### src/rtl/itch_mold_parser.sv
`default_nettype none
// ============================================================================
// Module      : itch_mold_parser
// Description : Byte-serial MoldUDP64 / ITCH parser. Walks the Mold header,
//               then each length-prefixed message, and emits Add Order,
//               Delete Order and Order Executed records one cycle after the
//               last body byte. Truncated packets raise a dropErr pulse.
// Ports       : clk, rst             - clock, synchronous active-high reset
//               inData/inValid/inLast - payload byte stream, no backpressure
//               addOrder/addValid     - 36-byte Add Order record + pulse
//               delOrder/delValid     - 19-byte Delete Order record + pulse
//               execOrder/execValid   - first 19 bytes of Order Executed + pulse
//               seqNum                - Mold sequence number of emitted message
//               dropErr               - pulse, packet ended early
// Revision    : 1.0 - initial release
// ============================================================================
module itch_mold_parser #(
    parameter int MAX_MSG_LEN = 64
) (
    input  logic         clk,
    input  logic         rst,
    input  logic [7:0]   inData,
    input  logic         inValid,
    input  logic         inLast,
    output logic [287:0] addOrder,
    output logic         addValid,
    output logic [151:0] delOrder,
    output logic         delValid,
    output logic [151:0] execOrder,
    output logic         execValid,
    output logic [63:0]  seqNum,
    output logic         dropErr
);

    localparam logic [2:0]  c_MOLD_HDR  = 3'd0;
    localparam logic [2:0]  c_LEN_HI    = 3'd1;
    localparam logic [2:0]  c_LEN_LO    = 3'd2;
    localparam logic [2:0]  c_BODY      = 3'd3;
    localparam logic [2:0]  c_SKIP      = 3'd4;

    localparam logic [15:0] c_HDR_LAST  = 16'd19;
    localparam logic [15:0] c_ADD_LEN   = 16'd36;
    localparam logic [15:0] c_DEL_LEN   = 16'd19;
    localparam logic [15:0] c_EXEC_LEN  = 16'd31;
    localparam logic [15:0] c_MAX_LEN   = 16'(MAX_MSG_LEN);
    // The shift register holds 35 bytes; the 36th byte of an Add Order is
    // the final byte and is taken straight from inData on the emit cycle.
    localparam logic [15:0] c_KEEP      = 16'd35;
    localparam logic [7:0]  c_TYPE_ADD  = 8'h41;
    localparam logic [7:0]  c_TYPE_DEL  = 8'h44;
    localparam logic [7:0]  c_TYPE_EXEC = 8'h45;

    logic [2:0]   r_state;
    logic [2:0]   w_nextState;
    logic [15:0]  r_byteCnt;
    logic [15:0]  r_msgCnt;
    logic [15:0]  r_msgIdx;
    logic [15:0]  r_len;
    logic [63:0]  r_seqBase;
    logic [279:0] r_body;

    logic [287:0] w_bodyNext;
    logic [15:0]  w_len;
    logic [15:0]  w_hdrCnt;
    logic         w_hdrDone;
    logic         w_heartbeat;
    logic         w_lastMsg;
    logic         w_finalByte;
    logic         w_lenOk;
    logic         w_bodyEnd;
    logic         w_emitAdd;
    logic         w_emitDel;
    logic         w_emitExec;
    logic         w_drop;
    logic         w_toHdr;

    // Body bytes including the one arriving now; byte 0 ends at the MSB of
    // whichever record width matches the message length.
    assign w_bodyNext  = {r_body, inData};
    assign w_len       = {r_len[15:8], inData};
    assign w_hdrCnt    = {r_msgCnt[7:0], inData};
    assign w_hdrDone   = (r_byteCnt == c_HDR_LAST);
    assign w_heartbeat = (w_hdrCnt == 16'h0000) || (w_hdrCnt == 16'hFFFF);
    assign w_lastMsg   = ((r_msgIdx + 16'd1) == r_msgCnt);
    assign w_finalByte = (r_byteCnt == (r_len - 16'd1));
    assign w_lenOk     = (r_len <= c_MAX_LEN);

    // ------------------------------------------------------------------
    // State register
    // ------------------------------------------------------------------
    always_ff @(posedge clk) begin
        if (rst) begin
            r_state <= c_MOLD_HDR;
        end else begin
            r_state <= w_nextState;
        end
    end

    // ------------------------------------------------------------------
    // Next-state logic
    // ------------------------------------------------------------------
    always_comb begin
        w_nextState = r_state;
        if (inValid) begin
            case (r_state)
                c_MOLD_HDR: begin
                    if (inLast) begin
                        w_nextState = c_MOLD_HDR;
                    end else if (w_hdrDone) begin
                        w_nextState = w_heartbeat ? c_SKIP : c_LEN_HI;
                    end
                end
                c_LEN_HI: begin
                    w_nextState = inLast ? c_MOLD_HDR : c_LEN_LO;
                end
                c_LEN_LO: begin
                    if (inLast) begin
                        w_nextState = c_MOLD_HDR;
                    end else if (w_len == 16'd0) begin
                        w_nextState = w_lastMsg ? c_SKIP : c_LEN_HI;
                    end else begin
                        w_nextState = c_BODY;
                    end
                end
                c_BODY: begin
                    if (inLast) begin
                        w_nextState = c_MOLD_HDR;
                    end else if (w_finalByte) begin
                        w_nextState = w_lastMsg ? c_SKIP : c_LEN_HI;
                    end
                end
                c_SKIP: begin
                    if (inLast) begin
                        w_nextState = c_MOLD_HDR;
                    end
                end
                default: w_nextState = c_MOLD_HDR;
            endcase
        end
    end

    // ------------------------------------------------------------------
    // Output / control decode
    // ------------------------------------------------------------------
    always_comb begin
        w_drop = 1'b0;
        if (inValid && inLast) begin
            case (r_state)
                // A heartbeat / end-of-session header may legitimately end
                // the packet on its last header byte.
                c_MOLD_HDR: w_drop = !(w_hdrDone && w_heartbeat);
                c_LEN_HI:   w_drop = 1'b1;
                c_LEN_LO:   w_drop = !((w_len == 16'd0) && w_lastMsg);
                c_BODY:     w_drop = !(w_finalByte && w_lastMsg);
                default:    w_drop = 1'b0;
            endcase
        end
        w_bodyEnd  = inValid && (r_state == c_BODY) && w_finalByte;
        w_emitAdd  = w_bodyEnd && w_lenOk && (r_len == c_ADD_LEN)
                     && (w_bodyNext[287:280] == c_TYPE_ADD);
        w_emitDel  = w_bodyEnd && w_lenOk && (r_len == c_DEL_LEN)
                     && (w_bodyNext[151:144] == c_TYPE_DEL);
        w_emitExec = w_bodyEnd && w_lenOk && (r_len == c_EXEC_LEN)
                     && (w_bodyNext[247:240] == c_TYPE_EXEC);
        // Entering the header from anywhere other than the normal header
        // walk clears the per-packet counters.
        w_toHdr    = inValid && (w_nextState == c_MOLD_HDR)
                     && ((r_state != c_MOLD_HDR) || inLast);
    end

    // ------------------------------------------------------------------
    // Counters and capture registers. The session id (header bytes 0-9)
    // has no consumer downstream, so those bytes are only counted.
    // ------------------------------------------------------------------
    always_ff @(posedge clk) begin
        if (rst) begin
            r_byteCnt <= 16'd0;
            r_msgCnt  <= 16'd0;
            r_msgIdx  <= 16'd0;
            r_len     <= 16'd0;
            r_seqBase <= 64'd0;
            r_body    <= '0;
        end else if (inValid) begin
            if (w_toHdr) begin
                r_byteCnt <= 16'd0;
                r_msgCnt  <= 16'd0;
                r_msgIdx  <= 16'd0;
                r_len     <= 16'd0;
            end else begin
                case (r_state)
                    c_MOLD_HDR: begin
                        r_byteCnt <= w_hdrDone ? 16'd0 : (r_byteCnt + 16'd1);
                        if ((r_byteCnt >= 16'd10) && (r_byteCnt <= 16'd17)) begin
                            r_seqBase <= {r_seqBase[55:0], inData};
                        end
                        if (r_byteCnt >= 16'd18) begin
                            r_msgCnt <= w_hdrCnt;
                        end
                    end
                    c_LEN_HI: begin
                        r_len <= {inData, 8'h00};
                    end
                    c_LEN_LO: begin
                        r_len     <= w_len;
                        r_byteCnt <= 16'd0;
                        if (w_len == 16'd0) begin
                            r_msgIdx <= r_msgIdx + 16'd1;
                        end
                    end
                    c_BODY: begin
                        if (r_byteCnt < c_KEEP) begin
                            r_body <= w_bodyNext[279:0];
                        end
                        if (w_finalByte) begin
                            r_byteCnt <= 16'd0;
                            r_msgIdx  <= r_msgIdx + 16'd1;
                        end else begin
                            r_byteCnt <= r_byteCnt + 16'd1;
                        end
                    end
                    default: begin
                    end
                endcase
            end
        end
    end

    // ------------------------------------------------------------------
    // Registered outputs; records hold until the next emission.
    // ------------------------------------------------------------------
    always_ff @(posedge clk) begin
        if (rst) begin
            addValid  <= 1'b0;
            delValid  <= 1'b0;
            execValid <= 1'b0;
            dropErr   <= 1'b0;
            addOrder  <= '0;
            delOrder  <= '0;
            execOrder <= '0;
            seqNum    <= 64'd0;
        end else begin
            addValid  <= w_emitAdd;
            delValid  <= w_emitDel;
            execValid <= w_emitExec;
            dropErr   <= w_drop;
            if (w_emitAdd) begin
                addOrder <= w_bodyNext;
            end
            if (w_emitDel) begin
                delOrder <= w_bodyNext[151:0];
            end
            if (w_emitExec) begin
                execOrder <= w_bodyNext[247:96];
            end
            if (w_emitAdd || w_emitDel || w_emitExec) begin
                seqNum <= r_seqBase + {48'd0, r_msgIdx};
            end
        end
    end

endmodule
`default_nettype wire

### config.mk
export PLATFORM = sky130hd
export DESIGN_NAME = itch_mold_parser
export DESIGN_NICKNAME = d
export VERILOG_FILES = /design/src/rtl/itch_mold_parser.sv
export SDC_FILE = /design/constraint.sdc
export NUM_CORES = 2
export LEC_CHECK = 0
export CORE_MARGIN = 2
export CORE_UTILIZATION = 25
export DETAILED_ROUTE_END_ITERATION = 10
export SLEW_MARGIN = 25
export SYNTH_ARGS = -nofsm -noshare
export SYNTH_HDL_FRONTEND = slang
export SYNTH_SLANG_ARGS = --single-unit
### constraint.sdc
create_clock -name clk -period 4.1 [get_ports clk]
set_clock_uncertainty 0.1 [all_clocks]
set_input_delay 0.615 -clock clk [delete_from_list [all_inputs] [get_ports clk]]
set_output_delay 0.615 -clock clk [all_outputs]
set_load 0.1 [all_outputs]
==> results.py <==
metrics = {
    "synthesis": {
        "synth_cells": 5118,
        "synth_area_leader_cell": "dfxtp_1",
        "ys.flop_type": "dfxtp_1",
        "synth_top_area_share": 0.530,
        "synth_fp_nets": 5154,
        "synth.most_common_cell": "nand2_1",
        "ys_types": 79,
        "synth.top_cells.by_count": "1,895 x nand2_1, 1,071 x dfxtp_1, 976 x a21oi_1, 306 x clkbuf_1, 80 x nor2_1",
        "synth-seq-area-share": 0.530,
        "async_flop_share": 0,
        "syn_avg_cell_area_um2": 7.91,
        "synth_edf_count": 0,
        "yosys-top-cells-area": "dfxtp_1 53%, nand2_1 18%, a21oi_1 12%, clkbuf_1 2.8%, xnor2_1 1.3%",
        "yosys_warnings": 0,
        "synth_area_um2": 40500,
        "ys_ff_latch": 1071,
    },
    "detailed_routing": {
        "drt-total-wl_mm": 152,
        "dr.pass1.iters": 5,
        "remaining_drc_errors": 0,
        "ant_nets": 0,
        "wire_per_inst_um": 19.3,
        "first_iter_violations": 2999,
        "via_per_inst": 4.74,
        "vias": 37255,
    },
    "place": {
        "place.gp.congestion": 0.842,
        "dp_hpwl_mm": 103,
        "dp_cells": 7654,
        "io_buffers": 671,
        "dpl_cell_area_um2": 49300,
        "post-place-ws_ps": -70.5,
    },
    "clock_network": {
        "holdBufCountCts": 0,
        "clock_latency_ps": 770,
        "clockRootBuffer": "clkbuf_16",
        "clk_pin_slew_worst_paths_ps": 60,
        "clockBufferDepth": 3,
        "cts_tree": "yes",
        "post_cts_buffers": 0,
        "cts_resized": 0,
        "numCtsBuffers": 116,
        "cts_sinks": 1071,
        "cts_max_level": 3,
    },
    "sta": {
        "rsz0062_at_grt": "no",
        "tightest_slew_ps": 1160,
        "finalMaxSlewViolations": 0,
        "setup_viol": 0,
        "fin_tns_setup_ps": 0,
        "final_hold_viol_count": 0,
        "min_period_ps": 3890,
        "relSlewSlack": 0.226,
        "setup_ws_ps": 209,
        "fmax_mhz": 257,
        "fin_crit_sh": 0.949,
    },
    "setup_path": {
        "critPathKind": "register to register",
        "start_kind": "register",
        "r2r_setup_slack_ps": 210,
        "worstPathArrival_ps": 4370,
        "end_kind": "register",
        "required_ps": 4580,
        "path_max_fanout": 16,
        "ff2ff_path_depth": 11,
    },
    "cells_and_area": {
        "area_growth_pct": 31.6,
        "fin_nets": 5649,
        "fin_cells": 7868,
        "design_area_um2": 53300,
        "fill_cells": 16768,
        "ff_latch_area_um2": 21400,
        "drive_gt1_frac": 0.0645,
        "multi_input_area_um2": 17400,
    },
    "grt": {
        "antenna_found_initial": 3,
        "grt_pass1_wl_mm": 223,
        "overflow": 0,
        "grt_pass1_vias": 34508,
        "grt_max_degree": 214,
        "grt_usage": 0.175,
    },
    "floorplanning": {
        "num_rows": 147,
        "initial_core_util": 0.252,
        "die_y_um": 406,
        "fp.coreArea_um2": 161000,
        "top_level_ports": 672,
        "die_w_um": 406,
        "dieArea_um2": 165000,
    },
    "job": {
        "cap_violations": 0,
    },
    "min_path": {
        "min_path_cells": 2,
        "hold_class": "input pin to register",
    },
    "pwr": {
        "cellLeakagePower_nw": 17.3,
        "ir_drop_uv": 369,
        "power_density_nw_per_um2": 405,
    },
    "outcome": {
        "status": "finished clean",
    },
}
## through the flow
step                total power [W]  hold WS, ps   util
floorplan                    0.0108          344      -
global placement             0.0109          337  0.307
detailed placement           0.0109          342  0.307
CTS                          0.0219          155  0.331
global route                 0.0223          190  0.331
finish                       0.0216          200  0.331
## placed cells by master, fill, tap and decap left out, types with 8 or more instances in the layout
cell             netlist  final
a211o_1                9      8
a211oi_1              21     20
a21oi_1              976    975
a22o_1                35     35
a31oi_1                8      8
and2_1                11     11
and3_1                47     43
buf_12                 0     29
buf_2                 72     28
buf_4                  0     72
bufinv_16              0      9
clkbuf_1             306     19
clkbuf_16              0    116
clkbuf_8               0     22
clkdlybuf4s50_1        0    632
clkinv_2               0     26
clkinvlp_4             0      8
dfxtp_1             1071   1071
ha_1                  23     23
inv_1                 26     25
mux2i_1               10     10
nand2_1             1895   1894
nand2b_1              11     11
nand3_1               57     56
nand4_1               35     35
nor2_1                80     80
nor3_1                46     46
nor4_1                41     40
o21ai_0               41     41
o21ai_1               15     15
o31a_1                13     13
o31ai_1               30     30
xnor2_1               62     62
xor2_1                36     36
## worst max-delay path: stages (launching register included)
cell,delay [ps]
dfxtp_1,460
buf_4,240
nor2_2,170
buf_4,190
and3_1,150
o211ai_1,160
a2111oi_0,650
nor4bb_2,470
and3_4,400
or3_1,430
buf_12,210
a211oi_1,80
## flip-flops by register name (all words and copies together), names as in the netlist, 3 cells and up
| signal | cells |
|---|---|
| delOrder | 152 |
| seqNum | 64 |
| r_body | 280 |
| addOrder | 288 |
| r_byteCnt | 16 |
| execOrder | 152 |
| r_len | 16 |
| r_msgCnt | 16 |
| r_state | 3 |
| r_seqBase | 64 |
| r_msgIdx | 16 |
## cell families after synthesis
family,after synthesis,synth area share
AND/OR/NAND/NOR,2291,0.233
XOR/XNOR,98,0.0212
AO/OA/AOI/OAI,1210,0.165
multiplexers,10,0.00247
flip-flops,1071,0.530
buffers and inverters,414,0.0417
adder cells (fa/ha/maj),24,0.00760
## final cells by class
type,count,area share
tap,2160,0.0507
sequential,1071,0.402
antenna,1,0.0000470
clock buffer,157,0.0615
inverter,26,0.00183
multi-input combinational,3634,0.327
clock inverter,55,0.0132
timing repair buffer,764,0.143
## power breakdown
group          total [W]  internal, W  switching (W)  leakage (nW)
logic           0.000279    0.0000479       0.000231          6.71
registers         0.0104       0.0104     0.00000340          8.62
clock network     0.0109      0.00621        0.00466          1.94
total             0.0216       0.0167        0.00490          17.3
## worst paths after layout
path / from / end
hold / removal: rst / addOrder[2]$_SDFFE_PP0P_
setup reg to reg: r_len[2]$_SDFFE_PP0P_ / seqNum[60]$_SDFFE_PP0P_
hold reg to reg: addOrder[95]$_SDFFE_PP0P_ / addOrder[95]$_SDFFE_PP0P_
setup / recovery: r_len[2]$_SDFFE_PP0P_ / seqNum[60]$_SDFFE_PP0P_
## metal layers
| metal | GRT usage | vias up | part of all wire |
|---|---|---|---|
| met5 | 0 | - | 0.000099 |
| met4 | 0.0591 | 4 | 0.035 |
| met3 | 0.0545 | 231 | 0.082 |
| met1 | 0.229 | 17853 | 0.44 |
| met2 | 0.273 | 1146 | 0.45 |
| li1 | - | 18021 | - |
Power figures use the tool's default switching activity.
